[config.mk]
export PLATFORM = sky130hd
export DESIGN_NAME = grf_wb
export DESIGN_NICKNAME = d
export VERILOG_FILES = /design/src/rtl/grf_wb.sv
export SDC_FILE = /design/constraint.sdc
export NUM_CORES = 2
export LEC_CHECK = 0
export ABC_AREA = 0
export CAP_MARGIN = 10
export CORE_ASPECT_RATIO = 0.8
export CORE_MARGIN = 2
export CORE_UTILIZATION = 62
export CTS_CLUSTER_DIAMETER = 200
export DETAILED_ROUTE_END_ITERATION = 7
export PLACE_DENSITY = 0.88
export SYNTH_ARGS = -nofsm -noshare
export SYNTH_HDL_FRONTEND = slang
export SYNTH_SLANG_ARGS = --single-unit
[constraint.sdc]
create_clock -name clk -period 79.5 [get_ports clk]
set_input_delay 19.875 -clock clk [delete_from_list [all_inputs] [get_ports clk]]
set_output_delay 19.875 -clock clk [all_outputs]
set_load 0.01 [all_outputs]
[src/rtl/grf_wb.sv]
`timescale 1ns/1ps
// -----------------------------------------------------------------------------
// grf_wb : general register file fed by the write-back stage of the 5-stage
//          MIPS pipeline.
//
// 32 x WIDTH registers, $0 reads as zero and is never written.
// Two combinational read ports serve ID. They bypass a same-cycle write, so ID
// sees the value WB is retiring in this cycle.
// One synchronous write port.
// A registered write trace and a saturating write-back counter are provided
// for debug and testbench scoreboarding.
//
// Ports
//   clk          system clock, all state updates on the rising edge
//   reset        asynchronous, active-high reset
//   RA1 / RA2    read addresses (rs / rt)
//   RD1 / RD2    read data, zero-latency
//   WE/WA/WD     write enable / address / data from WB select
//   WPC          PC of the instruction in WB (trace only)
//   trace_valid  one-cycle pulse, a write was presented last cycle
//   trace_pc     PC of the traced write
//   trace_addr   register address of the traced write
//   trace_data   data of the traced write (0 when the target was $0)
//   wb_count     number of traced writes since reset, saturating
// -----------------------------------------------------------------------------
module grf_wb #(
    parameter int WIDTH = 32,
    parameter int CNT_W = 32
) (
    input  logic             clk,
    input  logic             reset,
    input  logic [4:0]       RA1,
    input  logic [4:0]       RA2,
    input  logic             WE,
    input  logic [4:0]       WA,
    input  logic [WIDTH-1:0] WD,
    input  logic [31:0]      WPC,
    output logic [WIDTH-1:0] RD1,
    output logic [WIDTH-1:0] RD2,
    output logic             trace_valid,
    output logic [31:0]      trace_pc,
    output logic [4:0]       trace_addr,
    output logic [WIDTH-1:0] trace_data,
    output logic [CNT_W-1:0] wb_count
);

    // Entry 0 exists so every 5-bit address indexes in range. It is held at
    // zero by reset and is never written. Reads of $0 are forced to zero anyway.
    logic [WIDTH-1:0] r_regs [0:31];

    logic             r_trace_valid;
    logic [31:0]      r_trace_pc;
    logic [4:0]       r_trace_addr;
    logic [WIDTH-1:0] r_trace_data;
    logic [CNT_W-1:0] r_wb_count;

    logic             w_wr_en;
    logic             w_cnt_full;
    logic [WIDTH-1:0] w_rd1;
    logic [WIDTH-1:0] w_rd2;

    assign w_wr_en    = WE && (WA != 5'd0);
    assign w_cnt_full = (r_wb_count == {CNT_W{1'b1}});

    // ------------------------------------------------------------------
    // Register array
    // ------------------------------------------------------------------
    always_ff @(posedge clk or posedge reset) begin
        if (reset) begin
            for (int i = 0; i < 32; i++) begin
                r_regs[i] <= '0;
            end
        end else if (w_wr_en) begin
            r_regs[WA] <= WD;
        end
    end

    // ------------------------------------------------------------------
    // Read ports.
    // Reset forces zero so a mid-cycle reset is visible at once. The bypass
    // compare needs no WA != 0 term, because RAn != 0 is already known there.
    // ------------------------------------------------------------------
    always_comb begin
        w_rd1 = r_regs[RA1];
        if (reset || (RA1 == 5'd0)) begin
            w_rd1 = '0;
        end else if (WE && (WA == RA1)) begin
            w_rd1 = WD;
        end
    end

    always_comb begin
        w_rd2 = r_regs[RA2];
        if (reset || (RA2 == 5'd0)) begin
            w_rd2 = '0;
        end else if (WE && (WA == RA2)) begin
            w_rd2 = WD;
        end
    end

    assign RD1 = w_rd1;
    assign RD2 = w_rd2;

    // ------------------------------------------------------------------
    // Write trace.
    // Every WE is traced, including writes aimed at $0, so software-visible
    // retirement order is preserved. The data of such writes is reported as
    // the value $0 really holds.
    // ------------------------------------------------------------------
    always_ff @(posedge clk or posedge reset) begin
        if (reset) begin
            r_trace_valid <= 1'b0;
            r_trace_pc    <= '0;
            r_trace_addr  <= '0;
            r_trace_data  <= '0;
        end else begin
            r_trace_valid <= WE;
            if (WE) begin
                r_trace_pc   <= WPC;
                r_trace_addr <= WA;
                r_trace_data <= (WA == 5'd0) ? '0 : WD;
            end
        end
    end

    // ------------------------------------------------------------------
    // Write-back counter, sticks at all-ones instead of wrapping
    // ------------------------------------------------------------------
    always_ff @(posedge clk or posedge reset) begin
        if (reset) begin
            r_wb_count <= '0;
        end else if (WE && !w_cnt_full) begin
            r_wb_count <= r_wb_count + 1'b1;
        end
    end

    assign trace_valid = r_trace_valid;
    assign trace_pc    = r_trace_pc;
    assign trace_addr  = r_trace_addr;
    assign trace_data  = r_trace_data;
    assign wb_count    = r_wb_count;

endmodule

Yosys cells after proc, flatten, opt, wreduce, memory -nomap -nowiden
Index checks and enable logic that the tools add are counted.
{"block": "word_totals", "word_cells": 74, "output_inout_bits": 166, "regBits": 1126, "in_bits": 82}
{"block": "classes", "n_reduce_logical": 12, "order_cmp": 4, "addsub": 1, "n_bitwise": 3, "eq_ne": 3, "n_mux": 14}
{"op": "$bwmux 1024", "count": 1}
{"op": "$bmux 32 s5", "count": 2}
{"op": "$mux 32", "count": 10}
{"op": "$demux 32 s5", "count": 1}
{"op": "$add 32x1->32 const B", "count": 1}
{"op": "$eq 32x32->1 const B", "count": 1}
{"op": "$ge 6x6->1 const B", "count": 3}
{"op": "$not 5->6", "count": 3}
{"op": "$logic_not 5->1", "count": 3}
{"op": "$eq 5x5->1", "count": 2}
{"op": "$lt 6x1->1 const B", "count": 1}
{"op": "$logic_and 1x1->1", "count": 5}
{"op": "$reduce_bool 5->1", "count": 1}
{"op": "$logic_or 1x1->1", "count": 2}
{"op": "$logic_not 1->1", "count": 1}

Longest topological paths before layout
{"block": "depth", "word_depth": 6, "depth_mapped": 10, "depth_no_buf": 6}

Worst setup path after synthesis
Ideal clock, no wire load.
{"block": "synth_path", "path_kind": "input-to-output", "start": "input port reset", "end": "output port RD1[13]", "arrival_time_ps": 47679, "path_buffers": 1, "path_stages": 5, "path_slack_ps": 11946, "t_required_ps": 59625, "cell_sequence": "inv_1 o41ai_4 nor2_2 buf_2 a221o_1"}
{"block": "synth_between", "elab_chain_len": 2}
{"element": "start: declaration", "line": "31", "text": "input logic reset,"}
{"element": "$logic_or 1x1->1", "line": "85", "text": "if (reset || (RA1 == 5'd0)) begin"}
{"element": "$mux 32", "line": "85"}
{"element": "end: declaration", "line": "38", "text": "output logic [WIDTH-1:0] RD1,"}
Every way passes these cells.

Worst setup path after layout
{"block": "layout_path", "start": "input port RA1[0]", "end": "output port RD1[22]"}
{"block": "layout_between", "elab_chain_len": 6, "word_cells_on_any_way": 10, "classes_between": "eq/ne: 1; mux: 5; bitwise: 1; reduce/logical: 3"}
{"element": "start: declaration", "line": "32", "text": "input logic [4:0] RA1,"}
{"element": "$not 5->6 (not written as such)", "line": "84", "text": "w_rd1 = r_regs[RA1];"}
{"element": "$bmux 32 s5", "line": "84"}
{"element": "$mux 32 (not written as such) (2 in series)", "line": "84"}
{"element": "$mux 32", "line": "87", "text": "end else if (WE && (WA == RA1)) begin"}
{"element": "$mux 32 (*)", "line": "85"}
Every way passes the cells marked *; elsewhere a longest branch is shown, timed or not. The select of a mux whose other input is x is not followed.

==> results.cfg <==
[global_routing]
gr-total-overflow = 0
antenna_found_initial = 5
first_global_vias = 42350
grt_first_pass_wirelength_mm = 274.2
grt.total_usage = 0.3797
grt_max_degree = 188

[cts]
clk_path_buf_depth = 3
cts_sinks = 1126
cts_hold_buf = 0
numCtsBuffers = 108
postCtsSetupBuffers = 0
clk_latency_ns = 0.69
cts_tree = done
cts_htree_levels = 3
ctsResizeCount = 0
clkTransAtPathRegs_ns = 0.06
cts_root_buf = clkbuf_16

[timing]
clock_skew_ns = 0.003860
worst_pin_slew_ns = 1.322
min_period_ns = 45.03
tns_ns = 0
slew_viol_final = 0
setup_viol = 0
timing.fmax_mhz = 22.21
timing_hold_violations_final = 0
rsz0062_at_grt = false
relSlewSlack = 0.1188
fin_crit_sh = 0.5664

[routing]
drt-pass1-iter-count = 8
vias_per_cell = 7.488
drc_errors = 0
wl_mm = 186.4
final_antenna_net_count = 0
via_count = 41860
drtIter0Drc = 6062
wl_per_cell_um = 33.34

[logic_synthesis]
synth_cells = 4198
synth-simple-area-share = 0.03096
async_reset_ff_frac = 1.000
avgSynthCellArea_um2 = 14.14
ys_ff_latch = 1126
synth_top_family_by_area = multiplexers
synth_area_um2 = 59370
ys.warnings.count = 0
synth_nets = 4281
synthAdderAreaFrac = 0.0002108
synth-edff-count = 0
synth_compound_area_frac = 0.05992
synth_ff_type = dfrtp_1
synth-xor-area-share = 0.005901
synth.distinct_cells = 54
muxShareOfSynthArea = 0.3883
ys_seq_area_frac = 0.4746

[power_and_ir_drop]
cellLeakagePower_nw = 28.63
power.density_nw_per_um2 = 24.92
irDropWorstVdd_uv = 18.67

[finish]
drive_gt1_frac = 0.4118
stdcell_count = 5591
area_growth_pct = 11.31
nets = 4297

[outcome]
status = complete, no violations

[place]
dp.cells = 5390
placement.io_buffers = 247
gp_congestion = 0.9135
dp.final_hpwl_mm = 104.0

[critical_path]
cp_cell_sequence = buf_8, buf_4, buf_4, buf_12, mux2i_1, a221oi_1, o21ai_0, o21ai_0, o22ai_1, nor3_1, clkdlybuf4s50_1
crit_type = primary input to output pin
critPathArrivalTime_ns = 25.16
critPathMaxStageDelay_ns = 0.83
required_ns = 59.62
critPathMaxFanout = 137
path_buf_inv = 5
slowest_stage = buf_4
crit_family = buffers and inverters
start_kind = primary input
end_kind = output pin

[floorplan]
core_um2 = 94900
row_count = 101
dieArea_um2 = 98260
fp.dieH_um = 280.8
fp.dieW_um = 350.0
start_util = 0.6255
num_io_pins = 248

[flow_run]
cap_violations = 0

[min_path]
hp-class = flop to flop
[synth_stat cells, drive strengths merged (2+ instances only)]
library cell  number  share of area
mux2            1029           0.20
nand2b             9        0.00095
and2               7        0.00074
clkinv             2        0.00013
dfrtp           1126           0.47
o21ai            134          0.011
a221o             45         0.0076
o22ai             55         0.0058
or2                3        0.00032
xor2              14         0.0021
nand3b             5        0.00070
a31oi              4        0.00042
a211oi            36         0.0046
a22oi             66         0.0083
nand4b             3        0.00076
nor3b              4        0.00051
o211ai             4        0.00051
mux2i            250          0.042
nand3             15         0.0014
clkbuf           183          0.012
and3               9        0.00095
and4               2        0.00038
nand4             18         0.0020
nand2             85         0.0055
a21boi             2        0.00038
mux4             398           0.15
nor2             153         0.0098
a221oi           130          0.019
nor3              16         0.0014
nor2b             45         0.0047
xnor2             26         0.0038
buf              265          0.026
inv               37         0.0023
nor4               2        0.00042
a21oi             11        0.00093
[logic make-up after synthesis]
kind of cell / count (synthesis)
muxes: 1677
DFF: 1126
AOI/OAI and AO/OA: 489
buffers and inverters: 487
and+or+nand+nor: 378
xor gates and xnor gates: 40
adders and majority gates: 1
[sequential cells by signal, summed over array words and instances, names as in the netlist]
signal,count
r_regs,1024
trace_addr,5
trace_data,32
trace_pc,32
trace_valid,1
wb_count,32
[placed cells by master, fill, tap and decap left out, types with 41 or more instances in the layout]
cell type and n:
a22oi_1 66, a221o_1 45, o22ai_1 55, clkbuf_16 111, mux2_2 1013, nand2_1 67
a221oi_1 130, mux2i_1 250, mux4_2 398, buf_4 102, nor2_1 135, clkdlybuf4s50_1 238
o21ai_0 117, nor2b_1 41, dfrtp_1 1126
[per-layer routing]
metal | track usage | vias to the layer above | part of all wire
li1 | - | 16070 | -
met1 | 0.5003 | 21520 | 0.36
met2 | 0.5379 | 3501 | 0.42
met3 | 0.1659 | 761 | 0.16
met4 | 0.1888 | 6 | 0.059
met5 | 0.002489 | - | 0.00015
[area by class of cell]
type / count / area, um^2
Multi-Input combinational cell: 2585 / 29030
Fill cell: 5970 / 28820
Sequential cell: 1126 / 28180
Timing Repair Buffer: 354 / 3383
Clock buffer: 149 / 3141
Tap cell: 1287 / 1610
Clock inverter: 50 / 581.8
Inverter: 39 / 153.9
Antenna cell: 1 / 2.502
[path summary, 6_finish.rpt]
kind                                           from  cells after the start                  endpoint  slack [ns]
max reg2reg                 wb_count[1]$_DFFE_PP0P_                      5   wb_count[1]$_DFFE_PP0P_       76.96
max                                          RA1[0]                     11                   RD1[22]       34.47
min reg2reg                r_regs[1012]$_DFFE_PP0P_                      0  r_regs[1012]$_DFFE_PP0P_        0.40
min in group asynchronous                     reset                      2   r_regs[381]$_DFFE_PP0P_       20.14
max in group asynchronous                     reset                      5   r_regs[731]$_DFFE_PP0P_       56.13
min                        r_regs[1012]$_DFFE_PP0P_                      0  r_regs[1012]$_DFFE_PP0P_        0.40
[per-stage QoR]
stage	util	hold WS, ns	cell area [um^2]	power (W)	worst slack, ns
global placement	0.6568	0.3764	62330	0.001072	34.61
floorplan	-	0.4413	59370	0.0009928	11.95
finish	0.6963	0.4015	66080	0.001646	34.47
detailed placement	0.6568	0.3836	62330	0.001094	34.61
CTS	0.6960	0.4005	66050	0.001637	34.54
global route	0.6963	0.4072	66080	0.001700	34.23
[power by group]
part           internal (W)  leakage, nW  switching [W]
Sequential         0.000677         14.4      0.0000847
Clock              0.000312         1.83       0.000233
Combinational      0.000194         12.4       0.000145
[worst reg2reg max path, delay by kind of cell (launching register included)]
kind            cells  cell delay [ns]
flops               1             0.44
compound gates      1             0.36
mux                 1             0.36
buf+inv             1             0.11
fa+ha+maj           1             0.45
simple gates        1             0.70
No activity file was read; power rests on OpenSTA's default activity.
